File: src/rtl/game_pkg.sv
// Shared types and constants for the snake game datapath: FSM state encoding,
// object-count limits and the player-index width helper.
package game_pkg;

  typedef enum logic [1:0] {
    IDLE   = 2'd0,
    SCAN   = 2'd1,
    REPORT = 2'd2
  } state_t;

  localparam int MAX_PLAYERS = 8;
  localparam int MAX_APPLES  = 16;

  // A single player still needs a 1-bit index field so slices never collapse.
  function automatic int idx_width(input int n);
    return (n <= 1) ? 1 : $clog2(n);
  endfunction

endpackage

File: src/rtl/collision_tracker_if.sv
// Pixel-scan flags in, one frame event record out under a valid/ack handshake.
// The slave side is the tracker; the master side is scan pipeline plus game FSM.
interface collision_tracker_if #(
  parameter int NUM_PLAYERS = 2,
  parameter int NUM_APPLES  = 4
);
  import game_pkg::*;

  localparam int IDX_W = idx_width(NUM_PLAYERS);

  logic                          frame_start;
  logic                          frame_end;
  logic                          scan_valid;
  logic [NUM_PLAYERS-1:0]        snake_head;
  logic [NUM_PLAYERS-1:0]        snake_body;
  logic                          border;
  logic [NUM_APPLES-1:0]         apple;
  logic                          evt_ack;
  logic                          evt_valid;
  logic [NUM_PLAYERS-1:0]        good_coll;
  logic [NUM_PLAYERS-1:0]        bad_coll;
  logic [NUM_APPLES-1:0]         apple_hit;
  logic [NUM_APPLES*IDX_W-1:0]   apple_owner;
  logic                          overrun;

  modport master (
    output frame_start, frame_end, scan_valid, snake_head, snake_body,
           border, apple, evt_ack,
    input  evt_valid, good_coll, bad_coll, apple_hit, apple_owner, overrun
  );

  modport slave (
    input  frame_start, frame_end, scan_valid, snake_head, snake_body,
           border, apple, evt_ack,
    output evt_valid, good_coll, bad_coll, apple_hit, apple_owner, overrun
  );

endinterface

File: src/rtl/collision_tracker_apple_claim.sv
// Per-apple sticky claim: remembers whether the apple was eaten this frame and
// by whom; simultaneous heads resolve to the lowest player index.
module apple_claim #(
  parameter int NUM_PLAYERS = 2,
  parameter int IDX_W       = 1
) (
  input  logic                   clk,
  input  logic                   nRst,
  input  logic                   clear,
  input  logic                   sample_en,
  input  logic [NUM_PLAYERS-1:0] head,
  input  logic                   apple,
  output logic                   hit_next,
  output logic [IDX_W-1:0]       owner_next,
  output logic [NUM_PLAYERS-1:0] eat
);

  logic                   hit_reg;
  logic [IDX_W-1:0]       owner_reg;
  logic                   base_hit;
  logic [IDX_W-1:0]       base_owner;
  logic [IDX_W-1:0]       win_idx;
  logic [NUM_PLAYERS-1:0] win_onehot;
  logic                   claim;

  always_comb begin
    base_hit   = clear ? 1'b0 : hit_reg;
    base_owner = clear ? '0 : owner_reg;
    win_idx    = '0;
    win_onehot = '0;
    // Descending scan so the lowest set head index is the last one written.
    for (int i = NUM_PLAYERS - 1; i >= 0; i--) begin
      if (head[i]) begin
        win_idx       = IDX_W'(i);
        win_onehot    = '0;
        win_onehot[i] = 1'b1;
      end
    end
    claim      = sample_en & apple & ~base_hit & (|head);
    eat        = claim ? win_onehot : '0;
    hit_next   = base_hit | claim;
    owner_next = claim ? win_idx : base_owner;
  end

  always_ff @(posedge clk or negedge nRst) begin
    if (!nRst) begin
      hit_reg   <= 1'b0;
      owner_reg <= '0;
    end else begin
      hit_reg   <= hit_next;
      owner_reg <= owner_next;
    end
  end

endmodule

File: src/rtl/collision_tracker.sv
// Frame-based collision tracker: accumulates per-player death/eat state over a
// frame and presents one held event record to the game FSM at end of frame.
module collision_tracker
  import game_pkg::*;
#(
  parameter int NUM_PLAYERS = 2,
  parameter int NUM_APPLES  = 4
) (
  input logic clk,
  input logic nRst,
  collision_tracker_if.slave bus
);

  localparam int IDX_W = idx_width(NUM_PLAYERS);

  state_t state_reg, state_next;
  logic clear, sample_en, latch, ack_take, ovr_set;

  logic [NUM_PLAYERS-1:0]                  bad_acc, good_acc;
  logic [NUM_PLAYERS-1:0]                  bad_next, good_next;
  logic [NUM_PLAYERS-1:0]                  bad_sample, good_sample;
  logic [NUM_APPLES-1:0][NUM_PLAYERS-1:0]  eat_mat;
  logic [NUM_APPLES-1:0]                   hit_next_vec;
  logic [NUM_APPLES*IDX_W-1:0]             owner_next_vec;

  logic                          evt_valid_reg;
  logic [NUM_PLAYERS-1:0]        good_coll_reg, bad_coll_reg;
  logic [NUM_APPLES-1:0]         apple_hit_reg;
  logic [NUM_APPLES*IDX_W-1:0]   apple_owner_reg;
  logic                          overrun_reg;

  always_comb begin
    state_next = state_reg;
    clear      = 1'b0;
    sample_en  = 1'b0;
    latch      = 1'b0;
    ack_take   = 1'b0;
    ovr_set    = 1'b0;
    case (state_reg)
      IDLE: begin
        if (bus.frame_start) begin
          clear      = 1'b1;
          sample_en  = bus.scan_valid;
          state_next = SCAN;
        end
      end
      SCAN: begin
        sample_en = bus.scan_valid;
        if (bus.frame_end) begin
          // A colliding frame_start is lost; flag it rather than restart.
          latch      = 1'b1;
          ovr_set    = bus.frame_start;
          state_next = REPORT;
        end else if (bus.frame_start) begin
          clear = 1'b1;
        end
      end
      REPORT: begin
        if (bus.evt_ack) begin
          ack_take   = 1'b1;
          state_next = IDLE;
        end else if (bus.frame_start) begin
          ovr_set = 1'b1;
        end
      end
      default: state_next = IDLE;
    endcase
  end

  always_ff @(posedge clk or negedge nRst) begin
    if (!nRst) state_reg <= IDLE;
    else       state_reg <= state_next;
  end

  genvar gi;
  generate
    for (gi = 0; gi < NUM_PLAYERS; gi++) begin : g_player
      localparam logic [NUM_PLAYERS-1:0] SELF = NUM_PLAYERS'(1) << gi;
      assign bad_sample[gi] = bus.snake_head[gi] &
                              (bus.border | (|bus.snake_body) |
                               (|(bus.snake_head & ~SELF)));
    end

    for (gi = 0; gi < NUM_APPLES; gi++) begin : g_apple
      apple_claim #(
        .NUM_PLAYERS (NUM_PLAYERS),
        .IDX_W       (IDX_W)
      ) u_claim (
        .clk        (clk),
        .nRst       (nRst),
        .clear      (clear),
        .sample_en  (sample_en),
        .head       (bus.snake_head),
        .apple      (bus.apple[gi]),
        .hit_next   (hit_next_vec[gi]),
        .owner_next (owner_next_vec[gi*IDX_W +: IDX_W]),
        .eat        (eat_mat[gi])
      );
    end
  endgenerate

  always_comb begin
    good_sample = '0;
    for (int k = 0; k < NUM_APPLES; k++) good_sample = good_sample | eat_mat[k];
    bad_next  = clear ? '0 : bad_acc;
    good_next = clear ? '0 : good_acc;
    if (sample_en) begin
      bad_next  = bad_next | bad_sample;
      good_next = good_next | good_sample;
    end
  end

  always_ff @(posedge clk or negedge nRst) begin
    if (!nRst) begin
      bad_acc  <= '0;
      good_acc <= '0;
    end else begin
      bad_acc  <= bad_next;
      good_acc <= good_next;
    end
  end

  // Load from the next-values so the frame_end sample is part of the record.
  always_ff @(posedge clk or negedge nRst) begin
    if (!nRst) begin
      evt_valid_reg   <= 1'b0;
      good_coll_reg   <= '0;
      bad_coll_reg    <= '0;
      apple_hit_reg   <= '0;
      apple_owner_reg <= '0;
      overrun_reg     <= 1'b0;
    end else if (latch) begin
      evt_valid_reg   <= 1'b1;
      good_coll_reg   <= good_next & ~bad_next;
      bad_coll_reg    <= bad_next;
      apple_hit_reg   <= hit_next_vec;
      apple_owner_reg <= owner_next_vec;
      overrun_reg     <= ovr_set;
    end else if (ack_take) begin
      evt_valid_reg   <= 1'b0;
      good_coll_reg   <= '0;
      bad_coll_reg    <= '0;
      apple_hit_reg   <= '0;
      apple_owner_reg <= '0;
      overrun_reg     <= 1'b0;
    end else if (ovr_set) begin
      overrun_reg <= 1'b1;
    end
  end

  assign bus.evt_valid   = evt_valid_reg;
  assign bus.good_coll   = good_coll_reg;
  assign bus.bad_coll    = bad_coll_reg;
  assign bus.apple_hit   = apple_hit_reg;
  assign bus.apple_owner = apple_owner_reg;
  assign bus.overrun     = overrun_reg;

endmodule

File: src/flat_wrapper.sv
// flat-port wrapper written by rule: the top's interface ports become plain ports
module collision_tracker_flat import game_pkg::*;
#(
  parameter int NUM_PLAYERS = 2,
  parameter int NUM_APPLES  = 4
)
  (clk, nRst, bus_frame_start, bus_frame_end, bus_scan_valid, bus_snake_head, bus_snake_body, bus_border, bus_apple, bus_evt_ack, bus_evt_valid, bus_good_coll, bus_bad_coll, bus_apple_hit, bus_apple_owner, bus_overrun);
  collision_tracker_if #(.NUM_PLAYERS(NUM_PLAYERS), .NUM_APPLES(NUM_APPLES)) bus_i ();
  input logic clk;
  input logic nRst;
  input wire logic [$bits(bus_i.frame_start)-1:0] bus_frame_start;
  input wire logic [$bits(bus_i.frame_end)-1:0] bus_frame_end;
  input wire logic [$bits(bus_i.scan_valid)-1:0] bus_scan_valid;
  input wire logic [$bits(bus_i.snake_head)-1:0] bus_snake_head;
  input wire logic [$bits(bus_i.snake_body)-1:0] bus_snake_body;
  input wire logic [$bits(bus_i.border)-1:0] bus_border;
  input wire logic [$bits(bus_i.apple)-1:0] bus_apple;
  input wire logic [$bits(bus_i.evt_ack)-1:0] bus_evt_ack;
  output wire logic [$bits(bus_i.evt_valid)-1:0] bus_evt_valid;
  output wire logic [$bits(bus_i.good_coll)-1:0] bus_good_coll;
  output wire logic [$bits(bus_i.bad_coll)-1:0] bus_bad_coll;
  output wire logic [$bits(bus_i.apple_hit)-1:0] bus_apple_hit;
  output wire logic [$bits(bus_i.apple_owner)-1:0] bus_apple_owner;
  output wire logic [$bits(bus_i.overrun)-1:0] bus_overrun;
  assign bus_i.frame_start = bus_frame_start;
  assign bus_i.frame_end = bus_frame_end;
  assign bus_i.scan_valid = bus_scan_valid;
  assign bus_i.snake_head = bus_snake_head;
  assign bus_i.snake_body = bus_snake_body;
  assign bus_i.border = bus_border;
  assign bus_i.apple = bus_apple;
  assign bus_i.evt_ack = bus_evt_ack;
  assign bus_evt_valid = bus_i.evt_valid;
  assign bus_good_coll = bus_i.good_coll;
  assign bus_bad_coll = bus_i.bad_coll;
  assign bus_apple_hit = bus_i.apple_hit;
  assign bus_apple_owner = bus_i.apple_owner;
  assign bus_overrun = bus_i.overrun;
  collision_tracker #(.NUM_PLAYERS(NUM_PLAYERS), .NUM_APPLES(NUM_APPLES)) u_core (.clk(clk), .nRst(nRst), .bus(bus_i));
endmodule
File: config.mk
export PLATFORM = sky130hd
export DESIGN_NAME = collision_tracker_flat
export DESIGN_NICKNAME = d
export VERILOG_FILES = /design/src/rtl/game_pkg.sv /design/src/rtl/collision_tracker_if.sv /design/src/rtl/collision_tracker_apple_claim.sv /design/src/rtl/collision_tracker.sv /design/src/flat_wrapper.sv
export SDC_FILE = /design/constraint.sdc
export NUM_CORES = 1
export LEC_CHECK = 0
export ABC_AREA = 1
export CAP_MARGIN = 20
export CORE_UTILIZATION = 40
export CTS_CLUSTER_DIAMETER = 30
export DETAILED_ROUTE_END_ITERATION = 10
export PLACE_DENSITY_LB_ADDON = 0.12
export SYNTH_ARGS = -nofsm -noshare
export SYNTH_HDL_FRONTEND = slang
export SYNTH_HIERARCHICAL = 1
export SYNTH_SLANG_ARGS = --single-unit
export TNS_END_PERCENT = 10
File: constraint.sdc
create_clock -name clk -period 2.95 [get_ports clk]
set_input_delay 0.295 -clock clk [delete_from_list [all_inputs] [get_ports clk]]
set_output_delay 0.295 -clock clk [all_outputs]
set_load 0.005 [all_outputs]
== Yosys cells after proc, flatten, opt, wreduce, memory -nomap -nowiden ==
Index checks and enable logic that the tools add are counted.
Widths: inputs -> output; s select.

* Bits of input ports: 15
* Logic and storage cells: 111
* Output and inout port bits: 14
* Register bits: 28

* Bitwise gates (word level): 32
* Mux-type cells: 51
* Equal/unequal tests: 5
* Reduce and logical (&&, ||, !) cells: 6

{| class="wikitable"
|+ Operators with widths
! cell !! count
|-
| $mux 2 || 16
|-
| $mux 1 || 28
|-
| $and 1x1->1 || 14
|-
| $mux 4 || 3
|-
| $or 2x2->2 || 5
|-
| $or 1x1->1 || 7
|-
| $ne 2x2->1 const B || 3
|-
| $pmux 1 s2 || 3
|-
| $pmux 2 s3 || 1
|-
| $not 1->1 || 4
|-
| $reduce_or 2->1 || 2
|-
| $reduce_and 3->1 || 1
|-
| $reduce_bool 3->1 || 1
|-
| $and 2x2->2 || 1
|-
| $eq 2x1->1 const B || 1
|-
| $eq 2x2->1 const B || 1
|-
| $logic_not 2->1 || 1
|-
| $not 2->2 || 1
|-
| $reduce_bool 2->1 || 1
|}

== Logic depth before layout (Yosys ltp) ==
* Depth in word-level cells: 15
* Mapped depth: 16

== Cells and area by module ==
Netlist, hierarchy kept.

{| class="wikitable"
|+ Modules (own cells, without submodules)
! module !! cells an instance !! times used !! area an instance (µm²)
|-
| collision_tracker || 110 || 1 || 969.7
|-
| apple_claim || 18 || 4 || 121.4
|}

== Worst setup path before layout ==
No wires, ideal clock.

* Path kind: flip-flop to flip-flop
* Start: register u_core.state_reg[1]
* End: register u_core.good_coll_reg[0], in the netlist u_core/bus.good_coll[0]
* Data required time: 2.885 ns
* Path buffers: 0
* Slack: 1.157 ns
* Arrival: 1.728 ns
* Stages on the path, launching flop included: 15
* Cells stage by stage: dfrtp_1 -> inv_1 -> ha_1 -> nand4_1 -> nand2_1 -> inv_1 -> nand2_2 -> nand3_2 -> nor2_1 -> nor2_1 -> nand2_1 -> nand3_1 -> a21oi_1 -> nand2_1 -> nand2_1

{| class="wikitable"
|+ RTL lines
! what !! RTL line !! source
|-
| start, declared || collision_tracker.sv:16 || <nowiki>state_t state_reg, state_next;</nowiki>
|-
| start signal, assigned || collision_tracker.sv:72 || <nowiki>else state_reg <= state_next;</nowiki>
|-
| end signal, assigned || collision_tracker.sv:134 || <nowiki>good_coll_reg <= good_next & ~bad_next;</nowiki>
|-
| end, declared || collision_tracker.sv:27 || <nowiki>logic [NUM_PLAYERS-1:0] good_coll_reg, bad_coll_reg;</nowiki>
|}

==> qor.yml <==
setup_path:
  critPathMaxFanout: 8
  crit_arrival_ns: 2.42
  critPathCaptureType: "flip-flop"
  required_ns: 3.23
  startpoint_type: "flip-flop"
  crit_path_frequent_cell: "nand2_1"
  critPathKind: "flip-flop to flip-flop"
  crit_slowest_cell: "dfrtp_1"
  crit_chain: "inv_1 > ha_1 > nand4_1 > nand2_1 > inv_1 > nand2_2 > nand3_2 > nor2_1 > nor2_1 > nand2_1 > nand3_1 > a21oi_1 > nand2_1 > nand2_1"
  max_stage_delay_ns: 0.42
die:
  fp.dieW_um: 62.3
  core_mm2: 0.00342
  io_pins: 29
  fp.dieH_um: 62.3
  num_rows: 21
  start_util: 0.426
  die_area_mm2: 0.00388
place:
  dpl.hpwl_mm: 2.13
  gp_congestion: 0.778
  place_ws_ns: 0.627
  io_buffers: 28
finish:
  multi_input_area_um2: 606
  final-seq-area_um2: 701
  area_growth_pct: 25.5
  final_common_cell: "nand2_1"
  diodes: 0
  nFillCells: 354
  fin_util: 0.535
  drive_gt1_frac: 0.122
  final_cell_mix: "nand2_1 (48), inv_1 (29), clkdlybuf4s50_1 (28), dfrtp_1 (28), nor2_1 (21)"
  nets: 233
timing:
  rsz0062_at_grt: "no"
  max_freq_mhz: 468
  period_needed_ns: 2.14
  whs_ns: 0.330
  layout_setup_ws_ns: 0.812
  setup_viol_count_final: 0
  period_share: 0.725
  maxSlewViolCount: 0
  max_slew_margin: 0.721
  clock_skew_ns: 0.00747
  hold_viol_final: 0
  tightest_slew_ns: 0.418
  fin_tns_setup_ns: 0
logic_synthesis:
  synth_warnings: 6
  syn_avg_cell_area_um2: 8.00
  synth_area_leaders: "dfrtp_1 (48%), nand2_1 (12%), inv_1 (7.5%)"
  synthCells: 182
  synth_top_area_share: 0.482
  netlist_area_mm2: 0.00146
  syn_nets: 201
  ys_ff_latch: 28
  ys_seq_area_frac: 0.482
  yosysTopAreaCell: "dfrtp_1"
  synth_cell_type_count: 18
route:
  drt_pass1_iterations: 4
  routed_wl_mm: 2.94
  drt_iter0_drc: 89
  drc: 0
  post_drt_wl_per_cell_um: 11.3
  vias: 1219
  vias_per_cell: 4.71
  ant_nets: 0
clock_tree:
  htreeDepth: 1
  post_cts.repair.setup_buffers: 0
  holdBufCountCts: 0
  tritoncts: "done"
  cts_resized: 0
  cts_sinks: 28
  cts_root_buffer: "clkbuf_4"
  cts_made_buffers: 3
  clockBufferDepth: 2
  clk_latency_ns: 0.33
  clkTransAtPathRegs_ns: 0.16
flow_run:
  maxCapViolCount: 0
power_and_ir_drop:
  power_density_mw_per_mm2: 767
  p_total_w: 0.00140
  p_leak_nw: 1.01
  peakVddDrop_v: 0.000314
global_route:
  grt_max_degree: 29
  grt_pass1_wl_mm: 5.21
  track_usage: 0.171
  grt_pass1_vias: 1183
  antenna_found_initial: 0
  grt_overflow: 0
status:
  status: "finished clean"
worst_hold_path:
  hold_class: "input pin to async pin"
==> layer usage <==
metal,track usage,wire length (µm),up-vias
met3,0.0239,123,2
met4,0.0523,18,0
met1,0.246,1500,566
met2,0.265,1290,24
met5,0,0,-
li1,-,-,627
==> worst max-delay path: cells and delay by family, from the launching register on <==
family | cells | cell delay, ns
and+or+nand+nor | 10 | 1.11
buffers and inverters | 2 | 0.19
AOI/OAI and AO/OA | 1 | 0.17
DFF | 1 | 0.42
adders and majority gates | 1 | 0.20
==> area by class of cell <==
type,count,area share
multi-input combinational,115,0.332
inverter,37,0.0760
tap,46,0.0315
sequential,28,0.384
clock buffer,4,0.0199
timing repair buffer,29,0.158
==> per-stage QoR <==
stage                     area (µm²)  cells
after detailed placement        1790    255
after CTS                       1830    259
final                           1830    259
after global placement          1790    255
after floorplan                 1460    182
after global routing            1830    259
==> kinds of logic after synthesis <==
kind of cell	Yosys count	synth area share
and+or+nand+nor	94	0.295
buffers and inverters	39	0.102
DFF	28	0.482
AOI/OAI and AO/OA	17	0.0868
adders and majority gates	4	0.0344
==> cells in the mapped netlist (all sizes together) <==
cell,number
nor2,22
inv,37
o21ai,5
nand3,13
nand4,5
o221ai,1
buf,2
a22o,8
ha,4
dfrtp,28
a21oi,3
nand2,54
==> power by group <==
part           leakage (nW)  internal (W)  switching [W]
Clock                0.0210     0.0000756       0.000116
Sequential            0.375      0.000513      0.0000623
Combinational         0.618      0.000284       0.000351
==> path summary, 6_finish.rpt <==
kind / depth (start not counted) / end / slack, ns / from
min in group clk: 2 / u_core/bus.evt_valid / 0.50 / u_core/bus.evt_valid
worst min register to register: 2 / u_core/bus.evt_valid / 0.50 / u_core/bus.evt_valid
worst max register to register: 14 / u_core/bus.good_coll[0] / 0.81 / u_core/state_reg[1]
worst max-delay path: 14 / u_core/bus.good_coll[0] / 0.81 / u_core/state_reg[1]
max in group asynchronous: 2 / u_core/bus.bad_coll[1] / 2.35 / nRst
worst min-delay path: 2 / u_core/g_apple[3].u_claim/owner_reg / 0.33 / nRst
No activity file was read; power rests on OpenSTA's default activity.
